==> config.mk <==
export PLATFORM = sky130hd
export DESIGN_NAME = adder_nbit_serial
export DESIGN_NICKNAME = d
export VERILOG_FILES = /design/src/rtl/adder_pkg.sv /design/src/rtl/adder_nbit.sv /design/src/rtl/adder_nbit_serial.sv
export SDC_FILE = /design/constraint.sdc
export NUM_CORES = 1
export LEC_CHECK = 0
export CAP_MARGIN = 20
export CELL_PAD_IN_SITES_DETAIL_PLACEMENT = 1
export CELL_PAD_IN_SITES_GLOBAL_PLACEMENT = 1
export CORE_ASPECT_RATIO = 1.25
export CORE_UTILIZATION = 35
export CTS_CLUSTER_SIZE = 30
export DETAILED_ROUTE_END_ITERATION = 16
export GPL_ROUTABILITY_DRIVEN = 0
export PLACE_DENSITY_LB_ADDON = 0.1
export SYNTH_ARGS = -nofsm -noshare
export SYNTH_HDL_FRONTEND = slang
export SYNTH_HIERARCHICAL = 1
export SYNTH_SLANG_ARGS = --single-unit
==> constraint.sdc <==
create_clock -name clk -period 7.4 [get_ports clk]
set_input_delay 1.85 -clock clk [delete_from_list [all_inputs] [get_ports clk]]
set_output_delay 1.85 -clock clk [all_outputs]
set_load 0.05 [all_outputs]
==> src/rtl/adder_pkg.sv <==
// adder_pkg
//   Shared types and helpers for the chunked serial adder and its bench.
//   adder_state_t : controller state (IDLE, CALC, DONE)
//   idx_width()   : chunk index width, never less than one bit
package adder_pkg;

  typedef enum logic [1:0] {
    IDLE = 2'd0,
    CALC = 2'd1,
    DONE = 2'd2
  } adder_state_t;

  // A single-chunk configuration still needs a 1-bit index register.
  function automatic int unsigned idx_width(input int unsigned num_chunks);
    return (num_chunks > 1) ? $clog2(num_chunks) : 1;
  endfunction

endpackage

==> src/rtl/adder_nbit.sv <==
// adder_nbit
//   Combinational unsigned adder: {overflow, sum} = a + b + carry_in.
//   Ports:
//     a, b      in  BIT_WIDTH  operands
//     carry_in  in  1          carry into bit 0
//     sum       out BIT_WIDTH  low BIT_WIDTH bits of the total
//     overflow  out 1          carry out of the top bit
module adder_nbit #(
  parameter int unsigned BIT_WIDTH = 4
) (
  input  logic [BIT_WIDTH-1:0] a,
  input  logic [BIT_WIDTH-1:0] b,
  input  logic                 carry_in,
  output logic [BIT_WIDTH-1:0] sum,
  output logic                 overflow
);

  logic [BIT_WIDTH:0] total;

  always_comb begin
    total = {1'b0, a} + {1'b0, b} + {{BIT_WIDTH{1'b0}}, carry_in};
  end

  assign sum      = total[BIT_WIDTH-1:0];
  assign overflow = total[BIT_WIDTH];

endmodule

==> src/rtl/adder_nbit_serial.sv <==
// adder_nbit_serial
//   Multi-cycle unsigned adder. Operands are captured on an accepted start, then
//   CHUNK_BITS are added per clock, LSB chunk first, with the carry held in a
//   register between chunks. sum/overflow change only when the last chunk lands.
//   Ports:
//     clk       in  1         rising-edge clock
//     n_rst     in  1         synchronous active-low reset
//     start     in  1         request a new add (accepted in IDLE or DONE)
//     a, b      in  NUM_BITS  operands, captured on accepted start
//     carry_in  in  1         carry into bit 0, captured on accepted start
//     busy      out 1         high exactly while in CALC
//     done      out 1         one-cycle pulse, result valid and new
//     sum       out NUM_BITS  (a + b + carry_in) mod 2**NUM_BITS
//     overflow  out 1         carry out of bit NUM_BITS-1
module adder_nbit_serial
  import adder_pkg::*;
#(
  parameter int unsigned NUM_BITS   = 16,
  parameter int unsigned CHUNK_BITS = 4
) (
  input  logic                clk,
  input  logic                n_rst,
  input  logic                start,
  input  logic [NUM_BITS-1:0] a,
  input  logic [NUM_BITS-1:0] b,
  input  logic                carry_in,
  output logic                busy,
  output logic                done,
  output logic [NUM_BITS-1:0] sum,
  output logic                overflow
);

  // ChunkW keeps port widths legal long enough for the parameter check to fire.
  localparam int unsigned ChunkW    = (CHUNK_BITS > 0) ? CHUNK_BITS : 1;
  localparam int unsigned NumChunks = NUM_BITS / ChunkW;
  localparam int unsigned IdxW      = idx_width(NumChunks);
  localparam logic [IdxW-1:0] LastIdx = IdxW'(NumChunks - 1);

  if (CHUNK_BITS < 1 || (NUM_BITS % ChunkW) != 0) begin : g_param_err
    $error("adder_nbit_serial: CHUNK_BITS must be >= 1 and divide NUM_BITS");
  end

  adder_state_t        state_q;
  logic [NUM_BITS-1:0] a_q, b_q;
  logic                carry_q;
  logic [IdxW-1:0]     idx_q;
  logic [NUM_BITS-1:0] result_q, result_d;
  logic [NUM_BITS-1:0] sum_q;
  logic                overflow_q;

  logic [ChunkW-1:0]   a_chunk, b_chunk, chunk_sum;
  logic                chunk_cout;
  logic                accept;

  // Start is honoured only when no computation is in flight.
  assign accept = start && (state_q == IDLE || state_q == DONE);

  // Operand chunk mux.
  always_comb begin
    a_chunk = '0;
    b_chunk = '0;
    for (int unsigned i = 0; i < NumChunks; i++) begin
      if (idx_q == IdxW'(i)) begin
        a_chunk = a_q[i*ChunkW +: ChunkW];
        b_chunk = b_q[i*ChunkW +: ChunkW];
      end
    end
  end

  adder_nbit #(
    .BIT_WIDTH(ChunkW)
  ) u_chunk_add (
    .a       (a_chunk),
    .b       (b_chunk),
    .carry_in(carry_q),
    .sum     (chunk_sum),
    .overflow(chunk_cout)
  );

  // Result with the current chunk merged in; kept separate from the mux block
  // so the adder sits between two combinational processes, not inside one.
  always_comb begin
    result_d = result_q;
    for (int unsigned i = 0; i < NumChunks; i++) begin
      if (idx_q == IdxW'(i)) begin
        result_d[i*ChunkW +: ChunkW] = chunk_sum;
      end
    end
  end

  always_ff @(posedge clk) begin
    if (!n_rst) begin
      state_q    <= IDLE;
      a_q        <= '0;
      b_q        <= '0;
      carry_q    <= 1'b0;
      idx_q      <= '0;
      result_q   <= '0;
      sum_q      <= '0;
      overflow_q <= 1'b0;
    end else begin
      unique case (state_q)
        IDLE: begin
          if (start) state_q <= CALC;
        end
        CALC: begin
          result_q <= result_d;
          carry_q  <= chunk_cout;
          if (idx_q == LastIdx) begin
            // Final chunk: the completed word is published in one step, so
            // partial sums never reach the output.
            sum_q      <= result_d;
            overflow_q <= chunk_cout;
            idx_q      <= '0;
            state_q    <= DONE;
          end else begin
            idx_q <= idx_q + IdxW'(1);
          end
        end
        DONE: begin
          state_q <= start ? CALC : IDLE;
        end
        default: state_q <= IDLE;
      endcase

      // Exclusive with the CALC branch above, which is the only other writer.
      if (accept) begin
        a_q     <= a;
        b_q     <= b;
        carry_q <= carry_in;
        idx_q   <= '0;
      end
    end
  end

  assign busy     = (state_q == CALC);
  assign done     = (state_q == DONE);
  assign sum      = sum_q;
  assign overflow = overflow_q;

endmodule

==> results.json <==
{
  "status": "complete, no violations",
  "drive_gt1_share_pct": 18.2,
  "skew_ps": 5.74,
  "tritoncts": "built",
  "crit_end": "busy",
  "die_y_um": 110,
  "whs_ps": 455,
  "wirelength_um": 7550,
  "dpl.cell_count": 484,
  "drt_pass1_iterations": 4,
  "overflow": 0,
  "grt_max_degree": 50,
  "synthCells": 335,
  "worst-path-max-fanout": 17,
  "drc": 0,
  "drtIter0Drc": 73,
  "finalHoldViolations": 0,
  "rsz0062_at_grt": "no",
  "instances_no_fill": 500,
  "n_fill_cell": 1014,
  "r2r_slack_ps": 3560,
  "clk_latency_ps": 350,
  "die-area_mm2": 0.00964,
  "synth.yosys.warnings": 6,
  "r2r_cells": 11,
  "die_w_um": 88.0,
  "critPathTopFamily": "buffers and inverters",
  "startpoint_type": "flip-flop",
  "place_hpwl_um": 5090,
  "area_growth_syn_to_layout_pct": 22.1,
  "syn_avg_cell_area_um2": 9.66,
  "cp.depth": 3,
  "wl_per_cell_um": 15.1,
  "cts_resized": 0,
  "ant_nets": 0,
  "cts-root-buf": "clkbuf_8",
  "path_cells": "nand2b_4, inv_6, clkdlybuf4s50_1",
  "hold_depth": 2,
  "maxCapViolCount": 0,
  "synth_nets": 380,
  "pin_count": 55,
  "synth.cell_area_mm2": 0.00324,
  "ys_seq_area_share_pct": 40.8,
  "cp_slowest_cell": "clkdlybuf4s50_1",
  "leakage_nw": 1.39,
  "avgViaCountPerCell": 4.88,
  "antenna_cells": 0,
  "ys_types": 37,
  "ys.flop_type": "dfxtp_1",
  "grt_pass1_vias": 2485,
  "worst_slew_pin_slew_ps": 877,
  "setup_violations": 0,
  "ys_ff_latch": 66,
  "cp-end-kind": "output pin",
  "reg2reg_from": "idx_q[0]",
  "fmax_mhz": 258,
  "maxSlewHeadroom_pct": 41.5,
  "fin_crit_sh_pct": 52.4,
  "finalMaxSlewViolations": 0,
  "async_flop_share_pct": 0,
  "clk_path_buf_depth": 2,
  "clkSinkCount": 66,
  "critical_path_class": "reg2out",
  "cts_setup_buffers": 0,
  "irDropWorstVdd_mv": 0.0868,
  "via_count": 2438,
  "cts.clk_slew.worst_paths_ps": 70,
  "startpoint": "state_q[0]",
  "holdCritPathClass": "reg2reg",
  "powerDensity_mw_per_mm2": 202,
  "grt_pass1_wl_um": 12300,
  "fin_nets": 420,
  "rows": 38,
  "grt_use_total_pct": 17.4,
  "synth_edf_count": 0,
  "multi_input_area_mm2": 0.00168,
  "p_total_mw": 0.797,
  "critPathRequiredTime_ps": 5550,
  "htreeDepth": 3,
  "max_stage_delay_ps": 830,
  "start_util_pct": 36.6,
  "coreArea_mm2": 0.00884,
  "ctsHoldBuffers": 0,
  "worstReg2RegEnd": "sum[2]",
  "antenna_found_initial": 0,
  "worstPathArrival_ps": 2030,
  "cts_buffers": 9,
  "regArea_mm2": 0.00132,
  "numPortBuffers": 54,
  "fin_tns_setup_ps": 0,
  "crit_buf_inv": 2,
  "fin_crit_ps": 3880
}
## cell type report
| class | count | share of cell area, % |
|---|---|---|
| multi-input combinational | 232 | 42.4 |
| clock inverter | 1 | 0.127 |
| clock buffer | 15 | 4.97 |
| sequential | 66 | 33.4 |
| inverter | 8 | 0.950 |
| tap | 120 | 3.80 |
| timing repair buffer | 58 | 14.3 |
## layer usage
layer	wire length (um)	global-route usage [%]	up-vias	share of wire, %
met3	197	2.93	11	2.6
met5	0	0	-	0
met2	3780	31.1	40	50
met1	3430	20.1	1163	45
met4	143	8.29	0	1.9
li1	-	-	1224	-
## sequential cells by signal (all words and copies together), names as in the netlist
name      count
state_q       2
a_q          16
sum          16
overflow      1
carry_q       1
b_q          16
idx_q         2
result_q     12
## metrics by stage
step           worst slack (ps)  util, %  instance area (um^2)
6_report                   3520     44.7                  3950
4_1_cts                    3500     44.7                  3950
2_1_floorplan              4550        -                  3240
5_1_grt                    3160     44.7                  3950
3_5_place_dp               3510     42.4                  3750
3_3_place_gp               3760     42.4                  3750
## kinds of logic (layout without fill, tap and decap cells)
group           count (synthesis)  in the layout  synth area share, %
xor+xnor                        2              2                0.541
compound gates                 86             86                 26.3
fa+ha+maj                       9              9                 3.94
flops                          66             66                 40.8
mux                            12             12                 3.71
buf+inv                        37             82                 7.46
simple gates                  123            123                 17.2
## worst min-delay path by stage
stage,start,end
finish,result_q[5],result_q[5]
global route,result_q[8],result_q[8]
CTS,result_q[5],result_q[5]
detailed placement,result_q[5],result_q[5]
global placement,result_q[5],result_q[5]
floorplan,result_q[0],result_q[0]
## layout by cell type, fill, tap and decap left out
cell type and instances:
a21boi_2 28, a21boi_0 6, inv_1 6, clkdlybuf4s50_1 53, nand2b_4 1, o2bb2ai_1 2, buf_4 4, and2_1 1
nand3_4 1, nand2_2 2, o31ai_1 8, clkbuf_8 14, inv_4 1, nor2b_1 10, a22o_1 5, nand2_1 88
nand2b_1 2, inv_6 1, dfxtp_1 66, fa_1 2, clkinv_2 1, xnor2_1 2, nand3_1 12, buf_2 1
nor2b_2 1, o21ai_0 3, a21boi_1 10, ha_1 7, clkbuf_1 1, o2bb2ai_2 10, a21o_1 1, a221oi_1 8
a31oi_1 1, or3_1 1, a21boi_4 1, nand3b_1 3, a21oi_2 3, mux2i_1 12, and2b_1 1
## tightest hold or removal path, cell delays in order (launching register included)
cell and delay, ps:
dfxtp_1 310, nand2_1 50, a21boi_1 50
## power by group
| part | total [mW] | leakage [nW] | switching [mW] | internal (mW) |
|---|---|---|---|---|
| Clock | 0.301 | 0.106 | 0.134 | 0.167 |
| Combinational | 0.118 | 0.752 | 0.0675 | 0.0507 |
| Sequential | 0.378 | 0.537 | 0.00892 | 0.369 |
| Total | 0.797 | 1.39 | 0.210 | 0.587 |
## Yosys cell counts (2+ instances only)
master / number / area (um^2)
buf_6: 6 / 67.6
nand3b_1: 3 / 22.5
fa_1: 2 / 40.0
a21boi_0: 6 / 45.0
dfxtp_1: 66 / 1320
nand2_2: 2 / 12.5
o31ai_1: 8 / 60.1
a21boi_2: 28 / 315
a21boi_1: 10 / 75.1
nand2b_1: 2 / 12.5
a21oi_2: 3 / 26.3
inv_1: 6 / 22.5
a221oi_1: 8 / 70.1
nand3_1: 12 / 60.1
o2bb2ai_2: 10 / 150
nor2b_1: 11 / 68.8
xnor2_1: 2 / 17.5
a22o_1: 5 / 43.8
buf_8: 3 / 45.0
clkbuf_1: 9 / 33.8
ha_1: 7 / 87.6
o21ai_0: 3 / 15.0
mux2i_1: 12 / 120
buf_2: 10 / 50.1
nand2_1: 88 / 330
o2bb2ai_1: 2 / 17.5
No activity file was read; power rests on OpenSTA's default activity.
